--- config.mk ---
export PLATFORM = sky130hd
export DESIGN_NAME = neg_run_monitor
export DESIGN_NICKNAME = d
export VERILOG_FILES = /design/src/rtl/neg_run_monitor.sv
export SDC_FILE = /design/constraint.sdc
export NUM_CORES = 1
export LEC_CHECK = 0
export ABC_CLOCK_PERIOD_IN_PS = 2600
export CORE_UTILIZATION = 35
export CTS_BUF_LIST = sky130_fd_sc_hd__clkbuf_4 sky130_fd_sc_hd__clkbuf_8
export CTS_CLUSTER_SIZE = 10
export DETAILED_ROUTE_END_ITERATION = 12
export GPL_TIMING_DRIVEN = 0
export MAX_ROUTING_LAYER = met4
export PLACE_DENSITY = 0.57
export SETUP_SLACK_MARGIN = 0.05
export SYNTH_ARGS = -nofsm -noshare
export SYNTH_HDL_FRONTEND = slang
export SYNTH_SLANG_ARGS = --single-unit
export TNS_END_PERCENT = 100
--- constraint.sdc ---
create_clock -name CLK -period 2.6 [get_ports CLK]
set_input_delay 0.26 -clock CLK [delete_from_list [all_inputs] [get_ports CLK]]
set_output_delay 0.26 -clock CLK [all_outputs]
set_load 0.005 [all_outputs]
--- src/rtl/neg_run_monitor.sv ---
// Tracks runs of negative samples, a saturating negative count and the minimum sample.
// The alarm stalls the input once a run reaches RUN_THRESH and is released by ALARM_ACK.
module neg_run_monitor #(
   parameter int WIDTH      = 8,
   parameter int RUN_THRESH = 4,
   parameter int CNT_W      = 8
) (
   input  logic             CLK,
   input  logic             RESET_N,
   input  logic             CLR,
   input  logic             IN_VALID,
   output logic             IN_READY,
   input  logic [WIDTH-1:0] SAMPLE,
   input  logic             LTZ,
   input  logic             ALARM_ACK,
   output logic             ALARM,
   output logic [CNT_W-1:0] RUN_LEN,
   output logic [CNT_W-1:0] NEG_COUNT,
   output logic [WIDTH-1:0] MIN_VAL,
   output logic             OUT_VALID
);

   typedef enum logic [1:0] {
      ST_IDLE  = 2'd0,
      ST_RUN   = 2'd1,
      ST_ALARM = 2'd2
   } state_t;

   localparam logic [CNT_W-1:0] CNT_MAX = '1;
   localparam logic [CNT_W-1:0] THRESH  = CNT_W'(RUN_THRESH);

   state_t           state_q, state_d;
   logic [CNT_W-1:0] run_len_q, run_len_d;
   logic [CNT_W-1:0] neg_count_q, neg_count_d;
   logic [WIDTH-1:0] min_val_q, min_val_d;
   logic             out_valid_q, out_valid_d;
   logic             alarm_q, alarm_d;
   logic             accept;
   logic [CNT_W-1:0] run_len_inc;

   assign IN_READY = (state_q != ST_ALARM);
   assign accept   = IN_VALID && IN_READY;

   assign run_len_inc = (run_len_q == CNT_MAX) ? CNT_MAX : run_len_q + 1'b1;

   always_comb begin
      state_d     = state_q;
      run_len_d   = run_len_q;
      neg_count_d = neg_count_q;
      min_val_d   = min_val_q;
      out_valid_d = 1'b0;

      if (CLR) begin
         state_d     = ST_IDLE;
         run_len_d   = '0;
         neg_count_d = '0;
         min_val_d   = '0;
      end else if (state_q == ST_ALARM) begin
         if (ALARM_ACK) begin
            state_d   = ST_IDLE;
            run_len_d = '0;
         end
      end else if (accept) begin
         out_valid_d = 1'b1;
         if (LTZ) begin
            neg_count_d = (neg_count_q == CNT_MAX) ? CNT_MAX : neg_count_q + 1'b1;
            run_len_d   = run_len_inc;
            state_d     = (run_len_inc == THRESH) ? ST_ALARM : ST_RUN;
         end else begin
            run_len_d = '0;
            state_d   = ST_IDLE;
         end
         // MIN_VAL starts at 0, so only negative samples can ever lower it.
         if ($signed(SAMPLE) < $signed(min_val_q)) begin
            min_val_d = SAMPLE;
         end
      end
   end

   assign alarm_d = (state_d == ST_ALARM);

   always_ff @(posedge CLK or negedge RESET_N) begin
      if (!RESET_N) begin
         state_q     <= ST_IDLE;
         run_len_q   <= '0;
         neg_count_q <= '0;
         min_val_q   <= '0;
         out_valid_q <= 1'b0;
         alarm_q     <= 1'b0;
      end else begin
         state_q     <= state_d;
         run_len_q   <= run_len_d;
         neg_count_q <= neg_count_d;
         min_val_q   <= min_val_d;
         out_valid_q <= out_valid_d;
         alarm_q     <= alarm_d;
      end
   end

   assign ALARM     = alarm_q;
   assign RUN_LEN   = run_len_q;
   assign NEG_COUNT = neg_count_q;
   assign MIN_VAL   = min_val_q;
   assign OUT_VALID = out_valid_q;

endmodule

==> out/qor_table.md <==
| Item | Reported | Unit |
| --- | --- | --- |
| Maximum fanout along the worst path | 10 | - |
| Net count of the finished layout | 281 | - |
| Start of the worst register-to-register path | MIN_VAL[2]$_DFFE_PN0P_ | - |
| Post-CTS Resized | 0 | - |
| Number of cell instances on the worst register-to-register path | 7 | - |
| XOR/XNOR share of the synthesized area | 0.936 | % |
| Part of the total power dissipated in sequential elements | 48.1 | % |
| Number of global-route vias before repair | 1,684 | - |
| Area of the core | 5140 | um2 |
| Static Leakage | 0.991 | nW |
| Area Growth Syn to Fin | 28.9 | % |
| Flop2flop setup slack | 0.30 | ns |
| Later-pin clock latency in the skew report | 0.27 | ns |
| Synth warnings | 0 | - |
| Grt total ovfl | 0 | - |
| Fin. Hold Viols | 1 | - |
| Total of buffers placed on input and output ports | 40 | - |
| RSZ-0062 raised after global routing | false | - |
| Violations in the final reports | negative hold slack | - |
| Fraction of power spent switching nets | 28.7 | % |
| Post-synth EDFFs | 0 | - |
| Relative contribution of the clock network to total power | 28.2 | % |
| Dpl cell area | 2360 | um2 |
| Count of distinct cell types in the synthesized netlist | 45 | - |
| Share of synthesized area spent on multiplexers | 0.535 | % |
| Sequential area share after synthesis | 37.5 | % |
| Avg Inst Size Synth | 8.78 | um2 |
| H-tree depth reported by CTS | 1 | - |
| Number of top-level pins | 41 | - |
| Number of buffers added to fix hold violations after cts | 0 | - |
| Die ar. | 5640 | um2 |
| Max-slew violation count | 0 | - |
| Share of final-layout standard cells stronger than drive strength 1 | 7.39 | % |
| Number of storage elements in the synthesis netlist | 28 | - |
| Root Buffer Master | sky130_fd_sc_hd__clkbuf_8 | - |
| Actual slew at the worst max-slew pin | 0.656 | ns |
| Data arrival at the endpoint of the critical path | 2.44 | ns |
| Type of the setup path with the least slack | in -> reg | - |
| Dominant cells by area after synthesis | sky130_fd_sc_hd__dfrtp_1 37%, sky130_fd_sc_hd__ha_1 6.0%, sky130_fd_sc_hd__nand2_1 4.0% | - |
| Remaining DRCs | 0 | - |
| Worst Setup End Kind | flip-flop | - |
| Highest clock rate | 433 | MHz |
| Violation count after the first detailed-route iteration | 79 | - |
| Routed WL | 4.71 | mm |
| Maximum clock insertion buffer count | 2 | - |
| Arithmetic-cell share of the synthesized area counting full adders, half adders and majority gates | 6.02 | % |
| Number of setup buffers added after CTS | 0 | - |
| Tcrit/Tclk final | 88.7 | % |
| Starting density of the core | 36.4 | % |
| Synth Net Count | 236 | - |
| Simple logic cell fraction of the synthesized area | 23.9 | % |
| Leading register cell type out of synthesis | sky130_fd_sc_hd__dfrtp_1 | - |
| Worst Setup Start Kind | input pin | - |
| Inserted Clock Buffers | 3 | - |
| Switching pwr | 0.282 | mW |
| Path class of the lowest-slack min-delay path | in -> async | - |
| Total number of placement rows | 26 | - |
| Clock sink count | 28 | - |
| Wire length per cell | 14.4 | um |
| Wire length of the first global-routing pass | 7.94 | mm |
| Initial antenna violation count | 0 | - |
| Die extent in y | 75.1 | um |
| Async SR Flop Fraction | 100 | % |
| Pwr dens | 407 | nW/um2 |
| Reg clk slew, reported paths | 0.10 | ns |
| Endpoint of the worst-slack reg-to-reg timing path | MIN_VAL[6]$_DFFE_PN0P_ | - |
| Clock tree from TritonCTS | built | - |
| Max-Cap Viols | 0 | - |
| Antenna diode instance count | 0 | - |
| Crit path required time | 2.74 | ns |
| Cells after Synth | 213 | - |
| Comb pwr share | 23.7 | % |
| Setup Slack @ Placement | -0.0949 | ns |
| Detailed-routing iteration count for the pre-antenna-repair pass | 4 | - |
| Via density | 5.50 | - |
| Synth Area in Compound Gates | 25.5 | % |
| Final setup skew | 0.00210 | ns |
| Area share of the largest cell type after synthesis | 37.5 | % |
| Final hold slack | -0.00105 | ns |
| Overall via count from detail_route | 1,797 | - |
| Combined global-route utilization of all metal layers | 19.0 | % |
| Final worst setup slack | 0.293 | ns |
| Final std cell area, no fill | 2410 | um2 |
| Min Tclk post-route | 2.31 | ns |
| Die Width | 75.1 | um |
| Total half-perimeter wirelength after legalization and detailed placement | 3.40 | mm |
| Synthesized area | 1870 | um2 |
| Result of the run | finished with violations | - |
| Peak ir drop on the vdd network | 310 | uV |
| Routability Congestion | 0.977 | - |
| Pin count of the biggest net entering global routing | 29 | - |
| Max transition margin | 56.2 | % |
| Cell internal power dissipation | 0.700 | mW |
| Number of nets with antenna violations after routing | 0 | - |
| Main combinational cell family by area after synthesis | compound AO/OA/AOI/OAI gates | - |
| Cell type with the largest total area after synthesis | sky130_fd_sc_hd__dfrtp_1 | - |
| Finish-stage setup viols | 0 | - |
-- state kept, by name, indices dropped and copies added (netlist names) --
name and cells:
MIN_VAL 8, NEG_COUNT 8, OUT_VALID 1, RUN_LEN 8
ALARM 1, state_q 2
-- worst max-delay path, cell delays in order --
cell and delay (ns):
sky130_fd_sc_hd__clkdlybuf4s50_1 0.45, sky130_fd_sc_hd__ha_1 0.30, sky130_fd_sc_hd__nor3_1 0.18, sky130_fd_sc_hd__nor2_1 0.07, sky130_fd_sc_hd__o2111ai_1 0.55, sky130_fd_sc_hd__clkbuf_1 0.43
sky130_fd_sc_hd__o221ai_1 0.20
-- power by group through the flow --
stage | sequential [mW] | combinational (mW) | clock (mW)
final | 0.473 | 0.233 | 0.277
after global routing | 0.476 | 0.262 | 0.310
after CTS | 0.472 | 0.234 | 0.284
after detailed placement | 0.481 | 0.233 | 0
after global placement | 0.481 | 0.235 | 0
after floorplan | 0.479 | 0.131 | 0
-- how the worst max path moves through the flow --
stage / start / to / slack [ns] / cells after the start
finish: SAMPLE[2] / MIN_VAL[6]$_DFFE_PN0P_ / 0.29 / 7
global route: MIN_VAL[2]$_DFFE_PN0P_ / MIN_VAL[6]$_DFFE_PN0P_ / 0.10 / 7
CTS: SAMPLE[7] / MIN_VAL[3]$_DFFE_PN0P_ / 0.18 / 9
detailed placement: SAMPLE[7] / MIN_VAL[1]$_DFFE_PN0P_ / -0.09 / 9
global placement: SAMPLE[7] / MIN_VAL[1]$_DFFE_PN0P_ / -0.11 / 9
floorplan: MIN_VAL[7]$_DFFE_PN0P_ / MIN_VAL[4]$_DFFE_PN0P_ / 0.70 / 9
-- cell usage in the layout (no fill, tap or decap), types with 2 or more instances in the layout --
cell type                         instances
sky130_fd_sc_hd__dfrtp_1                 28
sky130_fd_sc_hd__nand4_1                  4
sky130_fd_sc_hd__a22o_1                   3
sky130_fd_sc_hd__clkdlybuf4s50_1         39
sky130_fd_sc_hd__a31oi_1                  8
sky130_fd_sc_hd__nor2_1                  18
sky130_fd_sc_hd__nand2_1                 20
sky130_fd_sc_hd__nor2b_1                  4
sky130_fd_sc_hd__a21o_1                   4
sky130_fd_sc_hd__nand3_1                 12
sky130_fd_sc_hd__and3_1                   4
sky130_fd_sc_hd__o2111ai_1                2
sky130_fd_sc_hd__inv_1                   13
sky130_fd_sc_hd__ha_1                     9
sky130_fd_sc_hd__a21oi_1                  7
sky130_fd_sc_hd__buf_2                    3
sky130_fd_sc_hd__nor3_1                   7
sky130_fd_sc_hd__xor2_1                   2
sky130_fd_sc_hd__o21a_1                   2
sky130_fd_sc_hd__o221ai_1                 8
sky130_fd_sc_hd__clkbuf_1                 4
sky130_fd_sc_hd__o21ai_0                 10
sky130_fd_sc_hd__and2_1                   3
sky130_fd_sc_hd__a2bb2oi_1                8
sky130_fd_sc_hd__a211oi_1                 7
sky130_fd_sc_hd__and4_1                   2
sky130_fd_sc_hd__clkbuf_8                 6
-- synthesized netlist by cell type (2+ instances only) --
cell type,number
sky130_fd_sc_hd__dfrtp_1,28
sky130_fd_sc_hd__nand2_1,20
sky130_fd_sc_hd__nor2_1,19
sky130_fd_sc_hd__inv_1,13
sky130_fd_sc_hd__nand3_1,12
sky130_fd_sc_hd__o21ai_0,10
sky130_fd_sc_hd__ha_1,9
sky130_fd_sc_hd__a2bb2oi_1,8
sky130_fd_sc_hd__a31oi_1,8
sky130_fd_sc_hd__o221ai_1,8
sky130_fd_sc_hd__a211oi_1,7
sky130_fd_sc_hd__a21oi_1,7
sky130_fd_sc_hd__nor3_1,7
sky130_fd_sc_hd__a21o_1,4
sky130_fd_sc_hd__and3_1,4
sky130_fd_sc_hd__clkbuf_1,4
sky130_fd_sc_hd__nand4_1,4
sky130_fd_sc_hd__nor2b_1,4
sky130_fd_sc_hd__a22o_1,3
sky130_fd_sc_hd__and2_1,3
sky130_fd_sc_hd__and4_1,2
sky130_fd_sc_hd__buf_2,2
sky130_fd_sc_hd__clkbuf_8,2
sky130_fd_sc_hd__o2111ai_1,2
sky130_fd_sc_hd__o21a_1,2
sky130_fd_sc_hd__xor2_1,2
-- area by class of cell --
type	instances	area [um2]
sequential	28	701
multi-input combinational	163	1070
clock buffer	4	55.1
timing repair buffer	40	395
tap	70	87.6
inverter	13	48.8
fill	533	2730
buffer	9	56.3
-- through the flow --
| step | TNS, ns | utilization [%] | hold WS (ns) | total power [mW] | cells |
|---|---|---|---|---|---|
| CTS | 0 | 47.0 | 0.513 | 0.991 | 327 |
| global placement | -0.659 | 45.9 | 0.480 | 0.716 | 323 |
| global route | 0 | 46.9 | 0.0521 | 1.05 | 327 |
| finish | 0 | 46.9 | -0.00105 | 0.982 | 327 |
| floorplan | 0 | - | -0.0356 | 0.610 | 213 |
| detailed placement | -0.572 | 45.9 | 0.490 | 0.714 | 323 |
-- routing by layer --
layer / vias to the layer above / track usage (%) / wire (um)
li1: 887 / - / -
met1: 857 / 26.1 / 2270
met2: 47 / 29.2 / 2180
met3: 6 / 3.35 / 184
met4: 0 / 3.98 / 70
met5: - / - / 0
-- cell families (layout without fill, tap and decap cells) --
group | after synthesis | in the layout
xor+xnor | 2 | 2
flops | 28 | 28
fa+ha+maj | 9 | 9
simple gates | 85 | 85
mux | 1 | 1
buf+inv | 22 | 66
compound gates | 66 | 66
No activity file was read; power rests on OpenSTA's default activity.
